===== src/rtl/program_memory_arbiter.sv =====
// program_memory_arbiter
//   Arbitrates a single-ported program memory between an instruction fetch
//   port and a boot/debug loader port. In BOOT only the loader is served; in
//   RUN the loader has priority but a pending fetch is forced through after
//   STARVE_LIMIT consecutive loader grants. Responses arrive exactly one
//   cycle after acceptance.
//
// Ports
//   clk, reset                 clock, synchronous active-high reset
//   fetch_req_valid/_ready     fetch request handshake, fetch_addr byte address
//   fetch_rsp_valid/_err/_data fetch response (one-cycle strobe)
//   ld_req_valid/_ready        loader request handshake
//   ld_we, ld_addr, ld_wdata   loader write select, byte address, write data
//   ld_rsp_valid/_data         loader response (one-cycle strobe)
//   ld_boot_done               pulse ending the boot phase
//   run_mode                   high in RUN
//   mem_*                      program memory port (combinational read)
module program_memory_arbiter #(
  parameter int STARVE_LIMIT = 4,
  parameter int MEM_BYTES    = 2048
) (
  input  logic        clk,
  input  logic        reset,
  input  logic        fetch_req_valid,
  output logic        fetch_req_ready,
  input  logic [31:0] fetch_addr,
  output logic        fetch_rsp_valid,
  output logic        fetch_rsp_err,
  output logic [31:0] fetch_rsp_data,
  input  logic        ld_req_valid,
  input  logic        ld_we,
  output logic        ld_req_ready,
  input  logic [31:0] ld_addr,
  input  logic [31:0] ld_wdata,
  output logic        ld_rsp_valid,
  output logic [31:0] ld_rsp_data,
  input  logic        ld_boot_done,
  output logic        run_mode,
  output logic [31:0] mem_byte_address,
  output logic        mem_write_enable,
  output logic [31:0] mem_write_data,
  input  logic [31:0] mem_read_data
);

  localparam int          CW        = (STARVE_LIMIT < 1) ? 1 : $clog2(STARVE_LIMIT + 1);
  localparam logic [31:0] LAST_WORD = 32'(MEM_BYTES - 4);
  localparam logic [CW-1:0] LIMIT   = CW'(STARVE_LIMIT);

  typedef enum logic {
    ST_BOOT,
    ST_RUN
  } state_e;

  state_e        state_q, state_d;
  logic [CW-1:0] starve_cnt_q, starve_cnt_d;

  logic          fetch_rsp_valid_q, fetch_rsp_valid_d;
  logic          fetch_rsp_err_q, fetch_rsp_err_d;
  logic [31:0]   fetch_rsp_data_q, fetch_rsp_data_d;
  logic          ld_rsp_valid_q, ld_rsp_valid_d;
  logic [31:0]   ld_rsp_data_q, ld_rsp_data_d;

  logic          fetch_grant, ld_grant;
  logic          fetch_err, ld_err;
  logic          at_limit;

  assign fetch_err = (fetch_addr > LAST_WORD) | fetch_addr[0];
  assign ld_err    = (ld_addr > LAST_WORD);
  assign at_limit  = (starve_cnt_q == LIMIT);

  // State transition
  always_comb begin
    state_d = state_q;
    if (state_q == ST_BOOT && ld_boot_done) begin
      state_d = ST_RUN;
    end
  end

  // Grant selection; reset masks both grants so nothing is accepted in a
  // reset cycle even before state_q has settled to BOOT.
  always_comb begin
    fetch_grant = 1'b0;
    ld_grant    = 1'b0;
    if (!reset) begin
      if (state_q == ST_BOOT) begin
        ld_grant = ld_req_valid;
      end else if (fetch_req_valid && (at_limit || !ld_req_valid)) begin
        fetch_grant = 1'b1;
      end else begin
        ld_grant = ld_req_valid;
      end
    end
  end

  // Starvation counter only tracks RUN-phase contention; BOOT keeps it clear
  // so the fairness pattern starts fresh on entering RUN.
  always_comb begin
    starve_cnt_d = starve_cnt_q;
    if (state_q != ST_RUN || !fetch_req_valid || fetch_grant) begin
      starve_cnt_d = '0;
    end else if (ld_grant && !at_limit) begin
      starve_cnt_d = starve_cnt_q + 1'b1;
    end
  end

  // Memory port: erroneous requests are accepted but never touch memory.
  always_comb begin
    mem_byte_address = '0;
    mem_write_enable = 1'b0;
    mem_write_data   = '0;
    if (fetch_grant && !fetch_err) begin
      mem_byte_address = fetch_addr;
    end else if (ld_grant && !ld_err) begin
      mem_byte_address = ld_addr;
      mem_write_data   = ld_wdata;
      mem_write_enable = ld_we;
    end
  end

  // Response capture at the accept edge; data holds between responses.
  always_comb begin
    fetch_rsp_valid_d = fetch_grant;
    fetch_rsp_err_d   = fetch_grant & fetch_err;
    fetch_rsp_data_d  = fetch_rsp_data_q;
    ld_rsp_valid_d    = ld_grant;
    ld_rsp_data_d     = ld_rsp_data_q;
    if (fetch_grant) begin
      fetch_rsp_data_d = fetch_err ? '0 : mem_read_data;
    end
    if (ld_grant) begin
      ld_rsp_data_d = (ld_err || ld_we) ? '0 : mem_read_data;
    end
  end

  always_ff @(posedge clk) begin
    if (reset) begin
      state_q           <= ST_BOOT;
      starve_cnt_q      <= '0;
      fetch_rsp_valid_q <= 1'b0;
      fetch_rsp_err_q   <= 1'b0;
      fetch_rsp_data_q  <= '0;
      ld_rsp_valid_q    <= 1'b0;
      ld_rsp_data_q     <= '0;
    end else begin
      state_q           <= state_d;
      starve_cnt_q      <= starve_cnt_d;
      fetch_rsp_valid_q <= fetch_rsp_valid_d;
      fetch_rsp_err_q   <= fetch_rsp_err_d;
      fetch_rsp_data_q  <= fetch_rsp_data_d;
      ld_rsp_valid_q    <= ld_rsp_valid_d;
      ld_rsp_data_q     <= ld_rsp_data_d;
    end
  end

  // Outputs are masked by reset so a response registered just before reset
  // rises is never presented, and RUN is not reported during reset.
  assign fetch_req_ready = fetch_grant;
  assign ld_req_ready    = ld_grant;
  assign run_mode        = (state_q == ST_RUN) && !reset;
  assign fetch_rsp_valid = fetch_rsp_valid_q & ~reset;
  assign fetch_rsp_err   = fetch_rsp_err_q & ~reset;
  assign fetch_rsp_data  = reset ? '0 : fetch_rsp_data_q;
  assign ld_rsp_valid    = ld_rsp_valid_q & ~reset;
  assign ld_rsp_data     = reset ? '0 : ld_rsp_data_q;

endmodule

===== config.mk =====
export PLATFORM = sky130hd
export DESIGN_NAME = program_memory_arbiter
export DESIGN_NICKNAME = d
export VERILOG_FILES = /design/src/rtl/program_memory_arbiter.sv
export SDC_FILE = /design/constraint.sdc
export NUM_CORES = 1
export LEC_CHECK = 0
export ABC_AREA = 1
export CORE_ASPECT_RATIO = 0.5
export CORE_MARGIN = 2
export CORE_UTILIZATION = 30
export DETAILED_ROUTE_END_ITERATION = 8
export DONT_BUFFER_PORTS = 1
export GPL_TIMING_DRIVEN = 1
export PLACE_DENSITY = 0.48
export SLEW_MARGIN = 20
export SYNTH_ARGS = -nofsm -noshare
export SYNTH_HDL_FRONTEND = slang
export SYNTH_SLANG_ARGS = --single-unit

===== constraint.sdc =====
create_clock -name clk -period 1.5 [get_ports clk]
set_clock_uncertainty 0.1 [all_clocks]
set_input_delay 0.15 -clock clk [delete_from_list [all_inputs] [get_ports clk]]
set_output_delay 0.15 -clock clk [all_outputs]
set_load 0.02 [all_outputs]

### After elaboration in Yosys (flattened, before gate mapping)

Cells that the tools add are included.
W data, S select, Z words.

* register bits: 71
* output and inout bits: 135
* logic and storage cells: 51

* $add $sub $neg: 1
* order comparisons: 2
* eq/ne operators: 1
* mux-type cells: 16
* bitwise operators: 7
* reductions and logical operators: 17

Operator list (number)
* $mux W32: 8
* $gt A32 B11 Y1 const B: 2
* $mux W1: 8
* $logic_and A1 B1 Y1: 6
* $logic_not A1 Y1: 6
* $and A1 B1 Y1: 4
* $logic_or A1 B1 Y1: 4
* $add A3 B1 Y3 const B: 1
* $eq A3 B3 Y1 const B: 1
* $not A1 Y1: 2
* $reduce_or A2 Y1: 1
* $or A1 B1 Y1: 1

### Logic depth before layout (Yosys ltp)

* word-level depth: 9
* gate-level depth with buffers: 10
* depth with buffers taken out: 10

### Least setup slack after synthesis

Ideal clock, no wire load.

* path kind: reg-to-output
* start point: register starve_cnt_q[0]
* end point: output mem_write_data[10]
* arrival time: 1.487 ns
* data required time: 1.250 ns
* path slack: -0.237 ns
* cell stages (with the launch flop): 9
* path buffers: 1
* cell sequence: dfxtp_1 inv_1 ha_1 nand4_1 nand3_2 nor2_2 nand2_2 buf_2 nor2_1

* word-level cells in the longest chain between the ends: 9
* elaborated cells on any way between the ends: 13
* classes of those cells: 1 x eq/ne; 8 x mux; 4 x reduce/logical

RTL lines
* start, declared: line 55 `logic [CW-1:0] starve_cnt_q, starve_cnt_d;`
* start signal, assigned: line 146 `starve_cnt_q <= starve_cnt_d;`
* $eq A3 B3 Y1 *: line 69 `assign at_limit = (starve_cnt_q == LIMIT);`
* $logic_or A1 B1 Y1 *: line 87 `end else if (fetch_req_valid && (at_limit || !ld_req_valid)) begin`
* $logic_and A1 B1 Y1 *: line 87
* $mux W1: line 87
* $mux W1: line 85 `if (state_q == ST_BOOT) begin`
* $mux W1: line 84 `if (!reset) begin`
* $logic_and A1 B1 Y1: line 113 `end else if (ld_grant && !ld_err) begin`
* $mux W32: line 113
* $mux W32 *: line 111 `if (fetch_grant && !fetch_err) begin`
* end, declared: line 41 `output logic [31:0] mem_write_data,`

Mark *: on every way between the ends. The rest lies on a longest branch, timed or not.

### Worst setup path in the final report

* start point: register starve_cnt_q[0]
* end point: output mem_write_data[11]

The elaborated chain is that of the path after synthesis.

==> results by stage <==
Finish:
- Leaving out fill and tap cells, the most frequent cell in the layout is nand2_1.
- In the final layout, the share of cells above drive strength 1 is between 20% and 30%.
- Relative to the synthesized area, the layout overhead comes to 40.9%.
- The number of fill cells is between 1k and 1.5k.
- The finished layout holds 902 standard cells, fillers aside.
- In the final layout, flip-flops and latches occupy 0.00142 mm2.
- The final net count is 864.
- The number of antenna diodes in the final layout is 0.
- The multi-input combinational cells in the finished layout cover a total of 0.00226 mm2.
- The final cell utilization of the core is 44.1%.
- In the layout the commonest cells are nand2_1 (164), inv_1 (107), nor2_1 (102), dfxtp_1 (69), nand3_1 (57).
- The final cell area excluding filler cells is 0.00568 mm2.

Timing:
- The max-slew violation total from the final report is 0.
- Setup violations remaining at the end of the flow were counted as 78.
- The relative max-transition margin is ~57%.
- At the pin with the least slew margin, the transition time is approximately 640 ps.
- The worst path uses 134% of the clock period.
- The count of endpoints failing hold in the final timing report is 0.
- Setup repair after global routing could not meet its margin everywhere.
- The top achievable clock speed is 499 MHz.
- Counting I/O delays and the setup requirement, the final critical path takes 2010 ps.
- Setup slack on the critical path of the routed design comes to -506 ps.

Clock network:
- TritonCTS built the clock tree.
- Counting every sink on the clock net gives 71.
- The root buffer cell chosen for the clock tree is clkbuf_16.
- The clock tree buffer depth is 2.
- CTS built an H-tree with a depth of 3.
- The later pin in the worst-skew pair is clocked with a latency of about 330 ps.
- Clock-pin slew was measured on the worst setup and hold paths at about 60 ps.
- The number of buffers created by CTS is 9.

Global route:
- The total grt overflow is 0.
- The global-route wire length before repair is 20600 um.
- The number of global-route vias before repair is 3811.
- The largest net degree at the start of global routing is 42.
- The all-layer global routing usage is 18.3%.
- The initial antenna violation count is 0.

Synthesis:
- Synthesis produced 663 cells.
- Yosys attributes the largest share of cell area to dfxtp_1 (35%), nand2_1 (16%), nor2_1 (13%).
- The number of warnings reported in the yosys synthesis log is 0.
- Synthesis inferred 71 register bits.
- The leading area contributor after synthesis is dfxtp_1.
- The mean instance size in the synthesized netlist is approximately 6 um2.
- The cell area after synthesis is 0.00403 mm2.
- Sequential cells were found to cover a little over a third of the synthesized design area.
- Counting distinct cell types in the post-synthesis netlist gives 25.
- The area share of the leading cell type in the synthesized netlist is 35.2%.

Die:
- 269 I/O pins were placed.
- The initial utilization of the core area, before any placement, comes to a little under a third.
- The vertical extent of the die is 86.0 um.
- The x dimension of the die is 168 um.
- The die covers 0.0144 mm2.
- The number of standard-cell rows in the floorplan is 29.
- The placeable core region is 0.0129 mm2.

Routing:
- The number of detailed-routing iterations run before antenna repair is 4.
- The starting DRC count in detailed routing is ~150.
- In the routed design, unresolved DRC markers number 0.
- The wire length reported by the detailed router is 13500 um.
- The detail-routed via count per cell is roughly 4.5.
- After detailed routing, the average wire length per cell comes to between 10 and 15 um.
- The remaining antenna violation count after routing is 0.
- The routed layout has about 4.1k vias.

Run status:
- The checks that failed: setup timing.
- The run finished, with violations left.

Place:
- After legalization and detailed placement, the total HPWL measured roughly 9400 um.
- The total instance count after detailed placement is 841.
- Once placement finished, the instance area stood at 0.00470 mm2.
- In this run the tool buffered the top-level ports with 0 buffer cells.
- The final weighted congestion in routability-driven placement is about 0.76.

Worst hold path:
- The class of the tightest hold or removal check is primary input to flip-flop.

Power:
- The static power due to leakage is 2.62 nW.
- In this run the power density over the cells is 777 mW/mm2.
- The cell-internal power is 3.39 mW.
- Of the total power, the share spent switching nets is between 20% and 30%.
- The clock group share of total power is between 40% and 50%.
- The portion of total power attributed to sequential cells is roughly 43%.
- Combinational logic is responsible for 8.7% of the overall power.
- The maximum VDD drop is 0.000480 V.
- In this run the power spent charging and discharging nets is 1.03 mW.

Worst setup path:
- The data arrival time of the critical path is around 1800 ps.
- The category of the worst setup path capture point is an output pin.
- The launching element type of the critical path is a flip-flop.
- Of all nets on the critical path, the largest fanout is 18.
- At the worst endpoint, the required time is 1250 ps.
- The classification of the worst setup path is flip-flop to output pin.

Run:
- The total of max-cap violations is 0.
[flip-flops by register name, indices dropped and copies added, names as in the netlist]
signal and flops:
starve_cnt_q 3, state_q 1, ld_rsp_valid_q 1, fetch_rsp_err_q 1
fetch_rsp_valid_q 1, ld_rsp_data_q 32, fetch_rsp_data_q 32
[worst max-delay path, stage by stage (launching register included)]
cell,delay [ps]
dfxtp_2,340
inv_2,40
ha_4,140
nand4_1,110
nand3_2,120
nor2_4,140
nand2_4,130
buf_12,210
nor2_4,190
[synth_stat cells]
| cell | n |
|---|---|
| inv_2 | 1 |
| buf_1 | 4 |
| nor2_2 | 1 |
| clkbuf_1 | 8 |
| nand3_4 | 1 |
| nor2_1 | 141 |
| nand3b_1 | 9 |
| clkinv_1 | 2 |
| dfxtp_1 | 71 |
| inv_1 | 120 |
| nand2_1 | 171 |
| nor2_4 | 2 |
| ha_1 | 2 |
| conb_1 | 1 |
| nand3_1 | 68 |
| or2_1 | 1 |
| inv_4 | 1 |
| nand4_1 | 2 |
| buf_4 | 26 |
| nand3_2 | 11 |
| buf_6 | 2 |
| nand2_2 | 2 |
| buf_2 | 14 |
| xnor2_1 | 1 |
| or2_0 | 1 |
[logic make-up (layout without fill, tap and decap cells)]
family | after synthesis | count (layout) | synth area share (%)
AND/OR/NAND/NOR | 410 | 410 | 44.0
buffers and inverters | 178 | 227 | 19.9
flip-flops | 71 | 71 | 35.2
adder cells (fa/ha/maj) | 2 | 2 | 0.620
other | 1 | 21 | 0.0930
XOR/XNOR | 1 | 1 | 0.217
[stage by stage]
stage | hold slack (ps) | power (mW) | setup WS, ps | TNS, ps
after global routing | 9.03 | 4.58 | -585 | -36930
after global placement | 133 | 2.17 | -210 | -8540
final | 17.9 | 4.42 | -506 | -30210
after detailed placement | 139 | 2.17 | -215 | -11620
after floorplan | 166 | 2.19 | -63.5 | -2120
after CTS | 0.969 | 4.48 | -538 | -34990
[metal layers]
layer	GRT usage (%)	share of wire, %
met3	4.98	7.1
met1	21.5	42
met5	0	0
met4	4.03	0.48
met2	33.8	51
[cell type report]
cell class / count / area share [%]
clock buffer: 11 / 4.45
clock inverter: 4 / 0.793
inverter: 124 / 8.76
multi-input combinational: 434 / 39.7
sequential: 71 / 25.1
tap: 170 / 3.74
timing repair buffer: 88 / 17.5
[path summary, 6_finish.rpt]
kind	from	end	slack, ps	depth (start not counted)
worst max register to register	starve_cnt_q[0]	ld_rsp_data_q[10]	-360	13
worst min-delay path	reset	fetch_rsp_data_q[14]	20	3
worst max-delay path	starve_cnt_q[0]	mem_write_data[11]	-510	8
worst min register to register	starve_cnt_q[0]	starve_cnt_q[0]	420	2
[power groups by stage]
| stage | Clock (mW) | Combinational, mW | Sequential [mW] |
|---|---|---|---|
| 3_3_place_gp | 0 | 0.240 | 1.94 |
| 3_5_place_dp | 0 | 0.239 | 1.94 |
| 5_1_grt | 2.28 | 0.415 | 1.89 |
| 4_1_cts | 2.20 | 0.383 | 1.89 |
| 6_report | 2.14 | 0.386 | 1.89 |
| 2_1_floorplan | 0 | 0.257 | 1.93 |
[repair_timing]
item | CTS | global route
endpoints found under the hold margin | 68 | 0
hold buffers | 37 | 0
gates resized for setup | 24 | 28
buffers inserted | 4 | 3
pin swaps | 4 | 4
endpoints found under the setup margin | 96 | 112
gates cloned | 4 | 0
Power figures use the tool's default switching activity.
